--- src/rtl/drum_mac_acc_if.sv ---
// Product-in / result-out handshake bundle for drum_mac_acc.
// master = upstream producer plus downstream consumer; slave = the accumulator block.
interface drum_mac_acc_if #(
   parameter int unsigned PW    = 8,
   parameter int unsigned ACC_W = 16,
   parameter int unsigned CNT_W = 8
);
   logic             in_valid;
   logic             in_ready;
   logic [PW-1:0]    in_prod;
   logic             in_last;
   logic             out_valid;
   logic             out_ready;
   logic [ACC_W-1:0] out_acc;
   logic [CNT_W-1:0] out_cnt;
   logic             out_ovf;

   modport master (
      output in_valid, in_prod, in_last, out_ready,
      input  in_ready, out_valid, out_acc, out_cnt, out_ovf
   );

   modport slave (
      input  in_valid, in_prod, in_last, out_ready,
      output in_ready, out_valid, out_acc, out_cnt, out_ovf
   );
endinterface

--- src/rtl/drum_mac_acc.sv ---
// Saturating signed dot-product accumulator behind the DRUM multiplier.
// Define DRUM_ONES_FIX_EN to add +1 to negative products (inversion-coded negatives -> two's complement).
module drum_mac_acc #(
   parameter int unsigned PW    = 8,
   parameter int unsigned ACC_W = 16,
   parameter int unsigned CNT_W = 8
) (
   input logic           clk,
   input logic           rst,
   drum_mac_acc_if.slave bus
);
   localparam int unsigned EXT_W = ACC_W + 1;
   localparam logic [ACC_W-1:0] ACC_MAX = {1'b0, {(ACC_W-1){1'b1}}};
   localparam logic [ACC_W-1:0] ACC_MIN = {1'b1, {(ACC_W-1){1'b0}}};

   typedef enum logic {
      IDLE = 1'b0,
      RUN  = 1'b1
   } state_t;

   state_t           state;
   logic [ACC_W-1:0] acc;
   logic [CNT_W-1:0] cnt;
   logic             ovf_r;

   logic             beat;
   logic [ACC_W-1:0] acc_base;
   logic [CNT_W-1:0] cnt_base;
   logic             ovf_base;
   logic [EXT_W-1:0] ext_prod;
   logic [EXT_W-1:0] sum;
   logic [ACC_W-1:0] sat_sum;
   logic             sat_hit;
   logic [CNT_W-1:0] cnt_next;

   // Only combinational path: a consume this cycle frees the result register.
   assign bus.in_ready = ~bus.out_valid | bus.out_ready;
   assign beat         = bus.in_valid & bus.in_ready;

   // IDLE always starts a vector from zero, regardless of leftover register contents.
   always_comb begin
      acc_base = '0;
      cnt_base = '0;
      ovf_base = 1'b0;
      if (state == RUN) begin
         acc_base = acc;
         cnt_base = cnt;
         ovf_base = ovf_r;
      end

      ext_prod = {{(EXT_W-PW){bus.in_prod[PW-1]}}, bus.in_prod};
`ifdef DRUM_ONES_FIX_EN
      ext_prod = ext_prod + EXT_W'(bus.in_prod[PW-1]);
`endif

      sum = {acc_base[ACC_W-1], acc_base} + ext_prod;

      // Top two bits of the widened sum disagree exactly when the ACC_W range is exceeded.
      sat_sum = sum[ACC_W-1:0];
      sat_hit = 1'b0;
      case ({sum[ACC_W], sum[ACC_W-1]})
         2'b01: begin
            sat_sum = ACC_MAX;
            sat_hit = 1'b1;
         end
         2'b10: begin
            sat_sum = ACC_MIN;
            sat_hit = 1'b1;
         end
         default: ;
      endcase

      cnt_next = (&cnt_base) ? cnt_base : cnt_base + CNT_W'(1);
   end

   always_ff @(posedge clk) begin
      if (rst) begin
         state         <= IDLE;
         acc           <= '0;
         cnt           <= '0;
         ovf_r         <= 1'b0;
         bus.out_valid <= 1'b0;
         bus.out_acc   <= '0;
         bus.out_cnt   <= '0;
         bus.out_ovf   <= 1'b0;
      end else begin
         if (bus.out_valid && bus.out_ready) begin
            bus.out_valid <= 1'b0;
         end
         if (beat) begin
            if (bus.in_last) begin
               // Load result and clear the vector state in the same edge.
               bus.out_acc   <= sat_sum;
               bus.out_cnt   <= cnt_next;
               bus.out_ovf   <= ovf_base | sat_hit;
               bus.out_valid <= 1'b1;
               acc           <= '0;
               cnt           <= '0;
               ovf_r         <= 1'b0;
               state         <= IDLE;
            end else begin
               acc   <= sat_sum;
               cnt   <= cnt_next;
               ovf_r <= ovf_base | sat_hit;
               state <= RUN;
            end
         end
      end
   end
endmodule

--- src/flat_wrapper.sv ---
// flat-port wrapper written by rule: the top's interface ports become plain ports
module drum_mac_acc_flat 
#(
   parameter int unsigned PW    = 8,
   parameter int unsigned ACC_W = 16,
   parameter int unsigned CNT_W = 8
)
  (clk, rst, bus_in_valid, bus_in_prod, bus_in_last, bus_out_ready, bus_in_ready, bus_out_valid, bus_out_acc, bus_out_cnt, bus_out_ovf);
  drum_mac_acc_if #(.PW(PW), .ACC_W(ACC_W), .CNT_W(CNT_W)) bus_i ();
  input logic clk;
  input logic rst;
  input wire logic [$bits(bus_i.in_valid)-1:0] bus_in_valid;
  input wire logic [$bits(bus_i.in_prod)-1:0] bus_in_prod;
  input wire logic [$bits(bus_i.in_last)-1:0] bus_in_last;
  input wire logic [$bits(bus_i.out_ready)-1:0] bus_out_ready;
  output wire logic [$bits(bus_i.in_ready)-1:0] bus_in_ready;
  output wire logic [$bits(bus_i.out_valid)-1:0] bus_out_valid;
  output wire logic [$bits(bus_i.out_acc)-1:0] bus_out_acc;
  output wire logic [$bits(bus_i.out_cnt)-1:0] bus_out_cnt;
  output wire logic [$bits(bus_i.out_ovf)-1:0] bus_out_ovf;
  assign bus_i.in_valid = bus_in_valid;
  assign bus_i.in_prod = bus_in_prod;
  assign bus_i.in_last = bus_in_last;
  assign bus_i.out_ready = bus_out_ready;
  assign bus_in_ready = bus_i.in_ready;
  assign bus_out_valid = bus_i.out_valid;
  assign bus_out_acc = bus_i.out_acc;
  assign bus_out_cnt = bus_i.out_cnt;
  assign bus_out_ovf = bus_i.out_ovf;
  drum_mac_acc #(.PW(PW), .ACC_W(ACC_W), .CNT_W(CNT_W)) u_core (.clk(clk), .rst(rst), .bus(bus_i));
endmodule
--- config.mk ---
export PLATFORM = sky130hd
export DESIGN_NAME = drum_mac_acc_flat
export DESIGN_NICKNAME = d
export VERILOG_FILES = /design/src/rtl/drum_mac_acc_if.sv /design/src/rtl/drum_mac_acc.sv /design/src/flat_wrapper.sv
export SDC_FILE = /design/constraint.sdc
export NUM_CORES = 1
export LEC_CHECK = 0
export CORE_UTILIZATION = 40
export CTS_BUF_LIST = sky130_fd_sc_hd__clkbuf_8
export DETAILED_ROUTE_END_ITERATION = 7
export MAX_ROUTING_LAYER = met4
export PLACE_DENSITY = 0.61
export SYNTH_ARGS = -nofsm -noshare
export SYNTH_HDL_FRONTEND = slang
export SYNTH_SLANG_ARGS = --single-unit
--- constraint.sdc ---
create_clock -name clk -period 5.1 [get_ports clk]
set_clock_uncertainty 0.1 [all_clocks]
set_input_delay 1.02 -clock clk [delete_from_list [all_inputs] [get_ports clk]]
set_output_delay 1.02 -clock clk [all_outputs]
set_load 0.005 [all_outputs]
==> results of run 1 <==
-- power groups by stage --
stage | Combinational (mW) | Clock, mW | Sequential [mW]
3_3_place_gp | 0.158 | 0 | 0.443
3_5_place_dp | 0.158 | 0 | 0.443
5_1_grt | 0.177 | 0.254 | 0.436
6_report | 0.159 | 0.232 | 0.433
4_1_cts | 0.159 | 0.237 | 0.433
2_1_floorplan | 0.0951 | 0 | 0.441
-- flip-flops by register name (all words and copies together) (netlist names) --
register,cells
u_core.ovf_r,1
u_core.cnt,8
u_core.bus.out_ovf,1
u_core.acc,16
u_core.bus.out_valid,1
u_core.bus.out_cnt,8
u_core.bus.out_acc,16
u_core.state,1
-- worst max-delay path: stages --
cell,delay (ps)
clkdlybuf4s50_1,470
ha_1,190
inv_1,60
fa_1,370
nand2b_1,190
a21oi_1,210
o21ai_2,140
o31ai_1,310
nand2_1,130
a221oi_1,270
ha_1,300
clkinv_1,150
nand2_1,130
nor2_1,420
a21oi_1,90
o31ai_1,90
-- area by class of cell --
type                    count  area (um2)  area share (%)
well taps                  96         120            3.40
flip-flops and latches     52        1040            29.5
clock buffers               5        68.8            1.95
repair buffers             45         435            12.3
inverters                   6        22.5           0.637
clock inverters             2        12.5           0.354
multi-input cells         283        1830            51.9
-- stage by stage --
step | utilization [%] | cells | instance area (um2) | total power, mW
finish | 50.6 | 489 | 3530 | 0.825
global route | 50.6 | 489 | 3530 | 0.866
CTS | 50.6 | 489 | 3530 | 0.830
detailed placement | 49.4 | 482 | 3450 | 0.600
global placement | 49.4 | 482 | 3450 | 0.600
floorplan | - | 356 | 2960 | 0.536
-- metal layers --
layer	wire length, um	vias to the layer above
li1	-	1362
met1	3870	1269
met2	3270	78
met5	0	-
met3	410	5
met4	45	0
-- cells in the final DEF, fill, tap and decap left out, types with 4 or more instances in the layout --
master | synthesis | final
dfxtp_1 | 52 | 52
nand2_1 | 45 | 45
clkdlybuf4s50_1 | 0 | 39
nor2_1 | 35 | 35
a21oi_1 | 28 | 27
ha_1 | 19 | 19
and2_1 | 18 | 18
a221o_1 | 14 | 14
o21ai_0 | 11 | 11
o21ai_1 | 10 | 10
xor2_1 | 10 | 10
a22o_1 | 8 | 8
nand2b_1 | 7 | 7
xnor2_1 | 6 | 6
nor3_1 | 6 | 6
buf_4 | 0 | 6
inv_1 | 5 | 5
o31ai_1 | 5 | 5
a22oi_1 | 5 | 5
clkbuf_8 | 0 | 5
a211oi_1 | 4 | 4
nor2b_1 | 4 | 4
nand3_1 | 4 | 4
-- path summary, 6_finish.rpt --
| path | cells past startpoint | endpoint | slack (ps) |
|---|---|---|---|
| worst max register to register | 15 | u_core.acc[8] | 1130 |
| worst max-delay path | 16 | u_core.bus.out_acc[14] | 660 |
| worst min register to register | 2 | u_core.bus.out_cnt[3] | 350 |
| worst min-delay path | 2 | u_core.bus.out_cnt[3] | 350 |
-- kinds of logic after synthesis --
logic type	synth area share [%]
AND/OR/NAND/NOR	22.4
flip-flops	35.2
XOR/XNOR	4.73
multiplexers	1.10
AO/OA/AOI/OAI	24.9
buffers and inverters	3.04
adder cells (fa/ha/maj)	8.71
==> results.json, run 1 <==
{
  "cts_root_buf": "clkbuf_8",
  "met3_usage_pct": 3.02,
  "area_delta_synth_final_pct": 19.4,
  "post_synth_most_frequent_cells": "dfxtp_1 (52), nand2_1 (45), nor2_1 (35), a21oi_1 (28), ha_1 (19)",
  "drive_gt1_share_pct": 5.34,
  "combPwrFrac_pct": 19.3,
  "ys.flop_type": "dfxtp_1",
  "cts_sinks": 52,
  "rsz0062_at_grt": "no",
  "dp_hpwl_um": 5580,
  "endpoint_kind": "flip-flop",
  "antenna_found_initial": 0,
  "cp.required_ps": 5210,
  "rows": 30,
  "gp_congestion": 0.860,
  "netlist_instances": 356,
  "grtUsageMet2_pct": 32.0,
  "finalSetupTns_ps": 0,
  "diodes": 0,
  "place.port_buffers": 39,
  "cts_max_level": 2,
  "async_flop_share_pct": 0,
  "routed_wl_um": 7600,
  "postSynthAreaPerCell_um2": 8.32,
  "dr.first_iter.drc_count": 163,
  "grtUsageMet1_pct": 31.2,
  "min_path_type": "reg -> reg",
  "power_density_nw_per_um2": 234,
  "drcViolationCount": 0,
  "grt_usage_pct": 21.6,
  "setup_ws_ps": 663,
  "power.switching_mw": 0.240,
  "cts_resized": 0,
  "vdd_drop_max_mv": 0.109,
  "cap_violations": 0,
  "hold_violations": 0,
  "yosysWarnings": 0,
  "synth_edf_count": 0,
  "setup_viol_count_final": 0,
  "cts_tree": "yes",
  "yosysTopAreaCellShare_pct": 35.2,
  "worstMarginPinSlew_ps": 787,
  "cp-startpoint": "bus_in_prod[0]",
  "worst_hold_slack_ps": 349,
  "routed-via-count": 2714,
  "post-place-ws_ps": 343,
  "worstPathMaxFanout": 9,
  "busiest_layer": "met2",
  "clk_latency_ps": 310,
  "viasPerCell": 5.55,
  "p_int_mw": 0.585,
  "grt-ovfl-total": 0,
  "synth_nets": 389,
  "seqPwrFrac_pct": 52.5,
  "wl_per_cell_um": 15.5,
  "slew_headroom_pct": 47.3,
  "nets": 426,
  "fmax_mhz": 225,
  "clkTransAtPathRegs_ps": 100,
  "ys_types": 57,
  "synth_area_leaders": "dfxtp_1 (35%), ha_1 (8.0%), nand2_1 (5.7%)",
  "core_um2": 6980,
  "die-height_um": 88.0,
  "die_area_um2": 7750,
  "fin_crit_sh_pct": 87.0,
  "synth_most_common_cell": "dfxtp_1",
  "p_leak_nw": 1.39,
  "holdCritStartpoint": "u_core.bus.out_cnt[3]",
  "grt_max_degree": 30,
  "io_pins": 40,
  "period_minus_slack_ps": 4440,
  "syn_area_um2": 2960,
  "ys_ff_latch": 52,
  "outcome": "finished, final reports clean",
  "grt_pass1_wl_um": 12500,
  "start_kind": "input pin",
  "yosysTopAreaCell": "dfxtp_1",
  "clkPwrFrac_pct": 28.2,
  "antenna_left": 0,
  "cts_buffer_depth": 2,
  "start_util_pct": 42.4,
  "nFillCells": 706,
  "slew_viol_final": 0,
  "cts_inserted_buffers": 5,
  "r2r_start": "u_core.state",
  "postCtsSetupBuffers": 0,
  "synth-seq-area-share_pct": 35.2,
  "critPathKind": "in -> reg",
  "crit_arrival_ps": 4550,
  "drt_pass1_iterations": 4,
  "grt_pass1_vias": 2519,
  "die_width_um": 88.0,
  "switching_share_pct": 29.1,
  "postCtsHoldBufs": 0
}
No activity file was read; power rests on OpenSTA's default activity.
==> run 2: changes to the inputs <==
Settings changed: CTS_BUF_LIST sky130_fd_sc_hd__clkbuf_8 to unset, REMOVE_ABC_BUFFERS set to 1.
==> run 2 against run 1 <==
  * Maximum frequency fell by 1.8%
  * Setup slack lost 84 ps
  * Global-route usage down 0.45 points
  * Critical path depth did not move
  * Design area is 0.18% higher
  * Hold slack about the same
  * Count of clock-buffer cells in the layout is the same
  * Register-to-register slack lost 250 ps
  * Critical endpoint unchanged
  * Cell count increased by 0.20%
  * First-iteration DRC count is 8.0% lower
  * Largest cell class unchanged
  * Largest power group unchanged
  * Combinational power barely moved
==> results.json, run 2 (same netlist as run 1, synthesis figures left out) <==
{
  "period_minus_slack_ps": 4520,
  "cts_root_buf": "clkbuf_8",
  "worstPathMaxFanout": 9,
  "rsz0062_at_grt": "no",
  "cap_violations": 0,
  "grt-ovfl-total": 0,
  "grt_max_degree": 20,
  "p_int_mw": 0.588,
  "die_area_um2": 7750,
  "cts_sinks": 52,
  "postCtsHoldBufs": 0,
  "hold_violations": 0,
  "clk_latency_ps": 300,
  "io_pins": 40,
  "p_leak_nw": 1.40,
  "die-height_um": 88.0,
  "dp_hpwl_um": 5570,
  "routed_wl_um": 7340,
  "top_regs": "u_core.acc: 16 flops, u_core.bus.out_acc: 16 flops",
  "slew_headroom_pct": 40.0,
  "clkPwrFrac_pct": 28.0,
  "endpoint_kind": "flip-flop",
  "grt_pass1_vias": 2608,
  "grt_pass1_wl_um": 12400,
  "grt_usage_pct": 21.2,
  "setup_viol_count_final": 0,
  "power_density_nw_per_um2": 232,
  "antenna_left": 0,
  "drive_gt1_share_pct": 5.58,
  "combPwrFrac_pct": 19.1,
  "outcome": "finished, final reports clean",
  "drt_pass1_iterations": 4,
  "clkTransAtPathRegs_ps": 90,
  "r2r_start": "u_core.state",
  "cp.required_ps": 5210,
  "area_delta_synth_final_pct": 19.6,
  "switching_share_pct": 28.5,
  "cts_max_level": 2,
  "slew_viol_final": 0,
  "place.port_buffers": 39,
  "critPathKind": "in -> reg",
  "postCtsSetupBuffers": 0,
  "cts_buffer_depth": 2,
  "core_um2": 6980,
  "crit_arrival_ps": 4630,
  "min_path_type": "reg -> reg",
  "fmax_mhz": 221,
  "rows": 30,
  "die_width_um": 88.0,
  "antenna_found_initial": 0,
  "final_common_cell": "dfxtp_1",
  "finalSetupTns_ps": 0,
  "cp-startpoint": "bus_in_prod[0]",
  "start_kind": "input pin",
  "dr.first_iter.drc_count": 150,
  "routed-via-count": 2711,
  "holdCritStartpoint": "u_core.acc[6]",
  "vdd_drop_max_mv": 0.114,
  "power.switching_mw": 0.234,
  "drcViolationCount": 0,
  "worstMarginPinSlew_ps": 896,
  "nFillCells": 704,
  "whs_path_depth": 2,
  "gp_congestion": 0.901,
  "reg2regPathDepth": 16,
  "viasPerCell": 5.53,
  "wl_per_cell_um": 15.0,
  "start_util_pct": 42.4,
  "seqPwrFrac_pct": 52.9,
  "fin_crit_sh_pct": 88.6,
  "cts_tree": "yes",
  "diodes": 0,
  "cts_inserted_buffers": 5,
  "totalPowerFinal_mw": 0.822,
  "nets": 426,
  "cts_resized": 0,
  "layout_common_cells": "dfxtp_1 (52), nand2_1 (45), clkdlybuf4s50_1 (39)"
}
==> run 2: layer usage <==
layer	track usage (%)	share of wire (%)
met4	5.13	0.80
met3	3.02	3.5
met2	33.1	45
met5	-	0
met1	28.8	51
==> run 2: worst max-delay path: stages <==
cell and delay, ps:
clkdlybuf4s50_1 460, ha_1 180, inv_1 60, fa_1 380, nand2b_1 200, a21oi_1 230
o21ai_2 140, o31ai_1 330, nand2_1 130, a221oi_1 270, ha_1 330, clkinv_1 170
nand2_1 130, nor2_1 430, a21oi_1 80, o31ai_1 90
==> run 2: final cells by class <==
class / count / area, um2 / area share (%)
multi-input cells: 283 / 1830 / 51.8
flip-flops and latches: 52 / 1040 / 29.4
repair buffers: 45 / 435 / 12.3
well taps: 96 / 120 / 3.39
clock buffers: 5 / 68.8 / 1.94
inverters: 6 / 22.5 / 0.636
clock inverters: 3 / 18.8 / 0.530
==> run 2: per-stage QoR <==
stage / utilization (%) / hold WS, ps / instances / area [um2] / setup slack (ps)
finish: 50.7 / 349 / 490 / 3540 / 579
global route: 50.7 / 385 / 490 / 3540 / 209
CTS: 50.7 / 356 / 490 / 3540 / 577
detailed placement: 49.4 / 334 / 482 / 3450 / 276
global placement: 49.4 / 329 / 482 / 3450 / 430
floorplan: - / 317 / 341 / 2890 / 1120
==> run 2: power by group through the flow <==
stage | Clock [mW] | Sequential (mW) | Combinational, mW
detailed placement | 0 | 0.444 | 0.156
CTS | 0.240 | 0.435 | 0.157
global route | 0.261 | 0.437 | 0.174
global placement | 0 | 0.444 | 0.155
floorplan | 0 | 0.444 | 0.0872
finish | 0.230 | 0.435 | 0.157
==> run 2: path summary, 6_finish.rpt <==
| path | to | slack (ps) |
|---|---|---|
| worst max register to register | u_core.bus.out_acc[14] | 880 |
| worst min-delay path | u_core.acc[6] | 350 |
| worst max-delay path | u_core.bus.out_acc[14] | 580 |
| worst min register to register | u_core.acc[6] | 350 |
